[src/rtl/rx_ring_pkg.sv]
// rx_ring_pkg: shared defaults and width rules for the rx_ring_fifo slice.
package rx_ring_pkg;
  localparam int DEF_ADDR_WIDTH = 5;
  localparam int DEF_DATA_WIDTH = 48;
  localparam int DEF_BYTE_SIZE = 8;
  localparam int DEF_AFULL_THRESH = 28;
  localparam int OVF_WIDTH = 8;
  function automatic int be_width(input int data_width, input int byte_size);
    return data_width / byte_size;
  endfunction
  // one extra bit so a completely full ring (DEPTH) is representable
  function automatic int cnt_width(input int addr_width);
    return addr_width + 1;
  endfunction
endpackage

[src/rtl/rx_ring_ram.sv]
// rx_ring_ram: ring storage, one byte-enabled write port and one registered read port.
module rx_ring_ram
  import rx_ring_pkg::*;
#(
  parameter int ADDR_WIDTH = DEF_ADDR_WIDTH,
  parameter int DATA_WIDTH = DEF_DATA_WIDTH,
  parameter int BYTE_SIZE = DEF_BYTE_SIZE,
  localparam int BE_WIDTH = be_width(DATA_WIDTH, BYTE_SIZE)
) (
  input  logic                  clk_i,
  input  logic                  we_i,
  input  logic [ADDR_WIDTH-1:0] waddr_i,
  input  logic [DATA_WIDTH-1:0] wdata_i,
  input  logic [BE_WIDTH-1:0]   be_i,
  input  logic                  re_i,
  input  logic [ADDR_WIDTH-1:0] raddr_i,
  output logic [DATA_WIDTH-1:0] rdata_o
);
  logic [DATA_WIDTH-1:0] mem_q [2**ADDR_WIDTH];
  logic [DATA_WIDTH-1:0] rdata_q;
  always_ff @(posedge clk_i) begin
    if (we_i)
      for (int b = 0; b < BE_WIDTH; b++)
        if (be_i[b]) mem_q[waddr_i][b*BYTE_SIZE +: BYTE_SIZE] <= wdata_i[b*BYTE_SIZE +: BYTE_SIZE];
    if (re_i) rdata_q <= mem_q[raddr_i];
  end
  assign rdata_o = rdata_q;
endmodule

[src/rtl/rx_ring_fifo.sv]
// rx_ring_fifo: first-word-fall-through ring FIFO with byte-enabled writes and flush.
// Define RX_RING_FIFO_STATS_EN to build the overflow counter and occupancy peak tracker.
module rx_ring_fifo
  import rx_ring_pkg::*;
#(
  parameter int ADDR_WIDTH = DEF_ADDR_WIDTH,
  parameter int DATA_WIDTH = DEF_DATA_WIDTH,
  parameter int BYTE_SIZE = DEF_BYTE_SIZE,
  parameter int AFULL_THRESH = DEF_AFULL_THRESH,
  localparam int BE_WIDTH = be_width(DATA_WIDTH, BYTE_SIZE),
  localparam int CNT_W = cnt_width(ADDR_WIDTH)
) (
  input  logic                  clk,
  input  logic                  rst_n,
  input  logic                  wr_valid,
  output logic                  wr_ready,
  input  logic [DATA_WIDTH-1:0] wr_data,
  input  logic [BE_WIDTH-1:0]   wr_byte_en,
  output logic                  rd_valid,
  input  logic                  rd_ready,
  output logic [DATA_WIDTH-1:0] rd_data,
  input  logic                  flush,
  output logic [CNT_W-1:0]      count,
  output logic                  almost_full,
  output logic [OVF_WIDTH-1:0]  overflow_cnt,
  output logic [CNT_W-1:0]      peak_count
);
  localparam int DEPTH = 2**ADDR_WIDTH;
  logic [ADDR_WIDTH-1:0] wptr_q, wptr_d, rptr_q, rptr_d;
  logic [CNT_W-1:0] count_q, count_d, unread;
  logic mid_vld_q, mid_vld_d, out_vld_q, out_vld_d;
  logic wr_ready_q, afull_q;
  logic [DATA_WIDTH-1:0] rd_data_q, rd_data_d, ram_rdata;
  logic push, pop, load, issue;
  // Two-stage prefetch: RAM read register (mid) feeds the output register (out),
  // so a read can be issued every cycle the pair keeps draining.
  always_comb begin
    push = wr_valid && wr_ready_q && !flush;
    pop = out_vld_q && rd_ready && !flush;
    unread = count_q - CNT_W'(mid_vld_q) - CNT_W'(out_vld_q);
    load = mid_vld_q && (!out_vld_q || pop);
    issue = !flush && unread != '0 && (!mid_vld_q || load);
    wptr_d = flush ? '0 : wptr_q + ADDR_WIDTH'(push);
    rptr_d = flush ? '0 : rptr_q + ADDR_WIDTH'(issue);
    count_d = flush ? '0 : count_q + CNT_W'(push) - CNT_W'(pop);
    mid_vld_d = !flush && (issue || (mid_vld_q && !load));
    out_vld_d = !flush && (load || (out_vld_q && !pop));
    rd_data_d = load ? ram_rdata : rd_data_q;
  end
  always_ff @(posedge clk or negedge rst_n) begin
    if (!rst_n) begin
      wptr_q <= '0;
      rptr_q <= '0;
      count_q <= '0;
      mid_vld_q <= 1'b0;
      out_vld_q <= 1'b0;
      wr_ready_q <= 1'b0;
      afull_q <= 1'b0;
      rd_data_q <= '0;
    end else begin
      wptr_q <= wptr_d;
      rptr_q <= rptr_d;
      count_q <= count_d;
      mid_vld_q <= mid_vld_d;
      out_vld_q <= out_vld_d;
      wr_ready_q <= count_d != CNT_W'(DEPTH);
      afull_q <= count_d >= CNT_W'(AFULL_THRESH);
      rd_data_q <= rd_data_d;
    end
  end
  rx_ring_ram #(
    .ADDR_WIDTH(ADDR_WIDTH),
    .DATA_WIDTH(DATA_WIDTH),
    .BYTE_SIZE(BYTE_SIZE)
  ) u_ram (
    .clk_i(clk),
    .we_i(push),
    .waddr_i(wptr_q),
    .wdata_i(wr_data),
    .be_i(wr_byte_en),
    .re_i(issue),
    .raddr_i(rptr_q),
    .rdata_o(ram_rdata)
  );
  assign wr_ready = wr_ready_q;
  assign rd_valid = out_vld_q;
  assign rd_data = rd_data_q;
  assign count = count_q;
  assign almost_full = afull_q;
`ifdef RX_RING_FIFO_STATS_EN
  logic [OVF_WIDTH-1:0] ovf_q, ovf_d;
  logic [CNT_W-1:0] peak_q, peak_d;
  always_comb begin
    ovf_d = (wr_valid && !wr_ready_q && ovf_q != '1) ? ovf_q + 1'b1 : ovf_q;
    peak_d = count_d > peak_q ? count_d : peak_q;
  end
  always_ff @(posedge clk or negedge rst_n) begin
    if (!rst_n) begin
      ovf_q <= '0;
      peak_q <= '0;
    end else begin
      ovf_q <= ovf_d;
      peak_q <= peak_d;
    end
  end
  assign overflow_cnt = ovf_q;
  assign peak_count = peak_q;
`else
  assign overflow_cnt = '0;
  assign peak_count = '0;
`endif
endmodule
[config.mk]
export PLATFORM = sky130hd
export DESIGN_NAME = rx_ring_fifo
export DESIGN_NICKNAME = d
export VERILOG_FILES = /design/src/rtl/rx_ring_pkg.sv /design/src/rtl/rx_ring_ram.sv /design/src/rtl/rx_ring_fifo.sv
export SDC_FILE = /design/constraint.sdc
export NUM_CORES = 1
export LEC_CHECK = 0
export ABC_AREA = 0
export CORE_ASPECT_RATIO = 0.75
export CORE_MARGIN = 4
export CORE_UTILIZATION = 55
export CTS_CLUSTER_DIAMETER = 120
export DETAILED_ROUTE_END_ITERATION = 16
export PLACE_DENSITY = 0.79
export REMOVE_ABC_BUFFERS = 1
export SLEW_MARGIN = 20
export SYNTH_ARGS = -nofsm -noshare
export SYNTH_HDL_FRONTEND = slang
export SYNTH_SLANG_ARGS = --single-unit
[constraint.sdc]
create_clock -name clk -period 21.3 [get_ports clk]
set_clock_uncertainty 0.15 [all_clocks]
set_input_delay 2.13 -clock clk [delete_from_list [all_inputs] [get_ports clk]]
set_output_delay 2.13 -clock clk [all_outputs]
set_load 0.03 [all_outputs]
# --- Yosys cells after proc, flatten, opt, wreduce, memory -nomap -nowiden ---
# Memory sizes are Yosys's and may differ from the RTL's. A register that Yosys moved wholly into a read port is not among the register bits.
# Cells that the tools add are included.
classes:
  n_addsub: 6
  magnitude_cmp: 1
  n_eq_ne: 1
  mux: 21
  reduce_logical: 21
ops:
  columns: ["op", "n"]
  rows:
  - ["$mux 1", 18]
  - ["$sub 6x1->6", 3]
  - ["$logic_and 1x1->1", 11]
  - ["$add 5x1->5", 2]
  - ["$mux 5", 2]
  - ["$add 6x1->6", 1]
  - ["$ge 6x5->1 const B", 1]
  - ["$mux 6", 1]
  - ["$ne 6x6->1 const B", 1]
  - ["$reduce_bool 6->1", 1]
  - ["$logic_not 1->1", 5]
  - ["$logic_or 1x1->1", 4]
totals:
  regBits: 68
  ram_bits: 1536
  input_bits: 59
  out_inout_bits: 71
  n_memories: 1
mem_list:
  columns: ["memory", "depth", "width", "read_ports", "rd_ports_with_merged_regs", "write_ports", "line_no", "rtl"]
  rows:
  - ["u_ram.mem_q", 32, 48, 1, 1, 1, "rx_ring_ram.sv:19", "logic [DATA_WIDTH-1:0] mem_q [2**ADDR_WIDTH];"]

# --- Depth between registers and ports, before layout ---
depth:
  depth_word: 8
  mapped_depth: 16
  depth_no_buf: 16

# --- Hierarchy ---
# A second synthesis with hierarchy kept.
hier_totals:
  cells_unflattened: 3819
  area_unflattened_um2: 65106.2
modules_own_cells:
  columns: ["mod", "instances", "cells_each", "area_each_um2"]
  rows:
  - ["rx_ring_ram", 1, 3582, 62028.2]
  - ["rx_ring_fifo", 1, 237, 3078.0]

# --- Worst setup path after synthesis ---
# OpenSTA, ideal clock, no wires.
synth_timing:
  kind: "input to register"
  start: "input flush"
  end: "register rptr_q[4]"
  setup_time_ns: 0.132
  t_arrival_ns: 7.015
  required_ns: 21.018
  slack_ns: 14.003
  stages: 7
  n_path_buf: 1
  cell_sequence: "clkbuf_1 > nor3b_1 > ha_1 > ha_1 > nand3_1 > xor2_1 > nor2_1"
synth_between:
  elab_chain_len: 8
  elab_cells_between_ends: 9
  classes_between: "1 x add/sub; 1 x mux; 7 x reduce/logical"
synth_lines:
  columns: ["element", "line_no", "rtl"]
  rows:
  - ["from (decl)", "rx_ring_fifo.sv:22", "input logic flush,"]
  - ["$logic_not 1->1", "rx_ring_fifo.sv:39, rx_ring_fifo.sv:42", null]
  - ["$logic_and 1x1->1", "rx_ring_fifo.sv:39", "pop = out_vld_q && rd_ready && !flush;"]
  - ["$logic_or 1x1->1", "rx_ring_fifo.sv:41", "load = mid_vld_q && (!out_vld_q || pop);"]
  - ["$logic_and 1x1->1", "rx_ring_fifo.sv:41", null]
  - ["$logic_or 1x1->1", "rx_ring_fifo.sv:42", "issue = !flush && unread != '0 && (!mid_vld_q || load);"]
  - ["$logic_and 1x1->1", "rx_ring_fifo.sv:42", null]
  - ["$add 5x1->5", "rx_ring_fifo.sv:44", "rptr_d = flush ? '0 : rptr_q + ADDR_WIDTH'(issue);"]
  - ["$mux 5 (*)", "rx_ring_fifo.sv:44", null]
  - ["net rptr_d[4]", "rx_ring_fifo.sv:29", "logic [ADDR_WIDTH-1:0] wptr_q, wptr_d, rptr_q, rptr_d;"]
  - ["to (signal assigned)", "rx_ring_fifo.sv:62", "rptr_q <= rptr_d;"]
  - ["to (decl)", "rx_ring_fifo.sv:29", null]
# Mark *: on every way through the listed nets, which the timed path passes. The rest lies on a longest branch.
# A chain may end at the register's enable or synchronous reset.

==> metrics.md <==
| Metric | Value |
|---|---|
| Setup bufs post-CTS | `0` |
| Total power | `7.294 mW` |
| Vias | `35,153` |
| Cell Chain, Critical Path | `buf_12 > buf_4 > buf_4 > buf_4 > mux2i_1 > a22o_1 > nor3_1 > a31oi_1 > nand3_1` |
| Resized Gates After CTS | `0` |
| Final period utilization | `28.41%` |
| CTS tree | `built` |
| Crit Path Class | `reg2reg` |
| FP Rows | `108` |
| Number of global-route vias before repair | `33,708` |
| Max-Cap Viols | `0` |
| Placed Area | `0.06726 mm^2` |
| RSZ-0062 raised after global routing | `false` |
| Overall routing resource usage | `24.70%` |
| Mapped Area | `0.06490 mm^2` |
| First-pass DRT Iterations | `6` |
| Yosys reg bits | `1,652` |
| Hold EP | `rd_data[22]` |
| Syn Inst Count | `3,822` |
| First-pass GRT wire length | `225.7 mm` |
| Ratio of cells with drive above 1 in the final layout | `9.395%` |
| Share of the synthesized area in the top cell type | `73.29%` |
| Vias per cell | `6.268` |
| Crit-path max FO | `143` |
| Setup WS post-layout | `15.25 ns` |
| Fillers | `7,936` |
| CTS root buf | `clkbuf_16` |
| Largest area contributor in the netlist | `edfxtp_1` |
| Outcome | `complete, no violations` |
| Worst Hold Class | `reg2reg` |
| R2R depth | `9` |
| Fin nets | `4,019` |
| Worst Tran Pin Value | `1.160 ns` |
| Critical path capture point type | `flop` |
| TritonCTS buffer count | `154` |
| Hold-fix buffers, CTS | `0` |
| Critical path's slowest cell | `dfrtp_4` |
| Yosys cell types | `38` |
| CP Data Required Time | `21.64 ns` |
| Post-synthesis sequential area ratio | `75.91%` |
| Die X | `404.7 um` |
| CP top delay family | `buffers and inverters` |
| Post-DRT Antenna Nets | `0` |
| Final Max Tran Viols | `0` |
| Lkg Pwr | `22.55 nW` |
| Initial Util | `55.72%` |
| WP buf/inv | `4` |
| Peak VDD IR | `0.08094 mV` |
| CTS clk-pin slew, worst paths | `0.07 ns` |
| RePlAce Congestion | `0.8276` |
| Reg-to-Reg End | `u_ram.rdata_o[27]` |
| Worst-Skew Late Latency | `0.76 ns` |
| CP most frequent cell | `buf_4` |
| Buffer depth of the longest clock path | `3` |
| Hold Vio Cnt, Final | `0` |
| FMAX | `165.3 MHz` |
| Placeable Area | `0.1165 mm^2` |
| Initial antenna violation count | `3` |
| Avg WL per Cell | `27.56 um` |
| H-tree depth | `4` |
| Final hold slack | `0.3242 ns` |
| Final setup vio count | `0` |
| Total Wirelength | `154.5 mm` |
| Die height | `305.5 um` |
| Synthesis-to-layout area growth | `11.55%` |
| Cell area after layout | `0.07240 mm^2` |
| PwrDens | `100.7 mW/mm^2` |
| Top Ports | `130` |
| Largest net degree at the start of global routing | `158` |
| Final HPWL from detailed placement | `90.54 mm` |
| Post-synthesis average cell area | `16.98 um^2` |
| Num Clock Sinks | `1,652` |
| GRT Residual Overflow | `0` |
| HP Start | `u_ram.rdata_o[22]` |
| Initial DRC Count | `4,909` |
| Reg2Reg Setup Slack | `15.25 ns` |
| DR DRC count | `0` |
| RR Startpoint | `rptr_q[1]` |
| Die area | `0.1236 mm^2` |
| Dominant cells by area after synthesis | `edfxtp_1 73%, mux2i_1 12%, dfrtp_1 2.6%, a22oi_1 1.7%, a22o_1 1.3%` |
| Setup slack at placement | `15.15 ns` |
| Yosys warning count | `0` |
| Worst setup SP type | `flop` |
| Min cycle time layout | `6.051 ns` |
| Slew headroom | `22.67%` |
| Arr. time, crit path | `6.39 ns` |
| Hold path cells | `1` |
| Port bufs | `115` |
| Crit path largest cell delay | `1.11 ns` |
## cell type report
| cell class | instances | area (um^2) | area share [%] |
|---|---|---|---|
| diodes | 2 | 5.005 | 0.006913 |
| clock buffers | 188 | 4126 | 5.700 |
| clock inverters | 92 | 955.9 | 1.320 |
| inverters | 15 | 56.30 | 0.07777 |
| multi-input cells | 1933 | 14400 | 19.89 |
| flip-flops and latches | 1652 | 49270 | 68.06 |
| well taps | 1540 | 1927 | 2.661 |
| repair buffers | 186 | 1657 | 2.288 |
## routing by layer
metal | track usage, % | vias up | wire length (um) | share of wire, %
met5 | 0 | - | 26 | 0.017
met4 | 7.763 | 4 | 4618 | 3.0
met3 | 6.076 | 263 | 17720 | 11
met2 | 36.95 | 2173 | 70190 | 45
met1 | 36.23 | 17622 | 61980 | 40
li1 | - | 15091 | - | -
## cell families after synthesis
logic type	share of synthesized area, %
flops	75.91
mux	12.68
compound gates	4.623
simple gates	4.141
buf+inv	2.061
fa+ha+maj	0.3701
xor+xnor	0.2159
other cells	0.005778
## cells in the final DEF (no fill, tap or decap), types with 15 or more instances in the layout
cell,instances
buf_2,18
buf_4,68
nor2_1,213
clkbuf_16,158
clkinv_2,31
dfrtp_1,67
clkbuf_1,24
a22o_1,96
nand3_1,149
clkinv_1,24
bufinv_16,18
mux2i_1,768
clkdlybuf4s50_1,96
nand2_1,185
edfxtp_1,1584
a22oi_1,144
nor3_1,51
mux2_2,48
a31oi_1,48
a21oi_1,147
ha_1,16
inv_1,15
## stage by stage
step,instances,TNS [ns],utilization [%]
floorplan,3600,-191.42,-
global placement,5324,0,57.74
detailed placement,5324,0,57.74
CTS,5604,0,62.10
global route,5606,0,62.15
finish,5608,0,62.15
## flip-flops by register name (all words and copies together) (netlist names), 5 cells and up
signal and flops:
u_ram.mem_q 1536, rd_data 48, u_ram.rdata_o 48, count 6
rptr_q 5, wptr_q 5
## worst max-delay path by stage
stage | from | to | slack [ns] | cells past startpoint
2_1_floorplan | rptr_q[1] | rptr_q[1] | -4.36 | 2
3_3_place_gp | flush | wr_ready | 15.29 | 13
5_1_grt | rptr_q[1] | u_ram.rdata_o[27] | 15.00 | 9
3_5_place_dp | rptr_q[1] | u_ram.rdata_o[27] | 15.15 | 9
4_1_cts | rptr_q[1] | u_ram.rdata_o[27] | 15.13 | 9
6_report | rptr_q[1] | u_ram.rdata_o[27] | 15.25 | 9
## synthesized netlist by cell type
| cell type | number |
|---|---|
| a21oi_1 | 148 |
| or4_1 | 2 |
| buf_4 | 58 |
| nand2b_1 | 4 |
| edfxtp_1 | 1584 |
| nand2_1 | 187 |
| o2bb2ai_1 | 1 |
| nor3b_1 | 4 |
| a2bb2oi_1 | 1 |
| ha_1 | 16 |
| or2_2 | 1 |
| nor4_1 | 1 |
| a21o_1 | 1 |
| a22o_1 | 96 |
| buf_2 | 79 |
| inv_1 | 15 |
| nand3_1 | 149 |
| a31oi_1 | 48 |
| dfrtp_1 | 68 |
| mux2_2 | 48 |
| clkbuf_1 | 78 |
| mux2i_1 | 768 |
| and3_1 | 1 |
| and2_1 | 2 |
| o211ai_1 | 1 |
| fa_1 | 2 |
| o21ai_0 | 1 |
| xor2_1 | 6 |
| nand4_1 | 1 |
| xnor2_1 | 10 |
| nor2b_1 | 9 |
| buf_1 | 9 |
| conb_1 | 1 |
| buf_6 | 11 |
| nor3_1 | 51 |
| and3b_1 | 2 |
| nor2_1 | 214 |
| a22oi_1 | 144 |
## worst reg2reg max path, stage by stage (launching register included)
cell and delay [ns]:
dfrtp_4 1.11, buf_12 0.73, buf_4 1.02, buf_4 0.85, buf_4 0.98, mux2i_1 0.37, a22o_1 0.19, nor3_1 0.06
a31oi_1 0.26, nand3_1 0.10
## power breakdown
| part | total [mW] | internal [mW] | switching, mW | leakage, nW |
|---|---|---|---|---|
| Combinational | 0.845 | 0.325 | 0.520 | 4.98 |
| Clock | 2.77 | 1.60 | 1.17 | 2.49 |
| Sequential | 3.68 | 3.63 | 0.0490 | 15.1 |
Power figures use the tool's default switching activity.
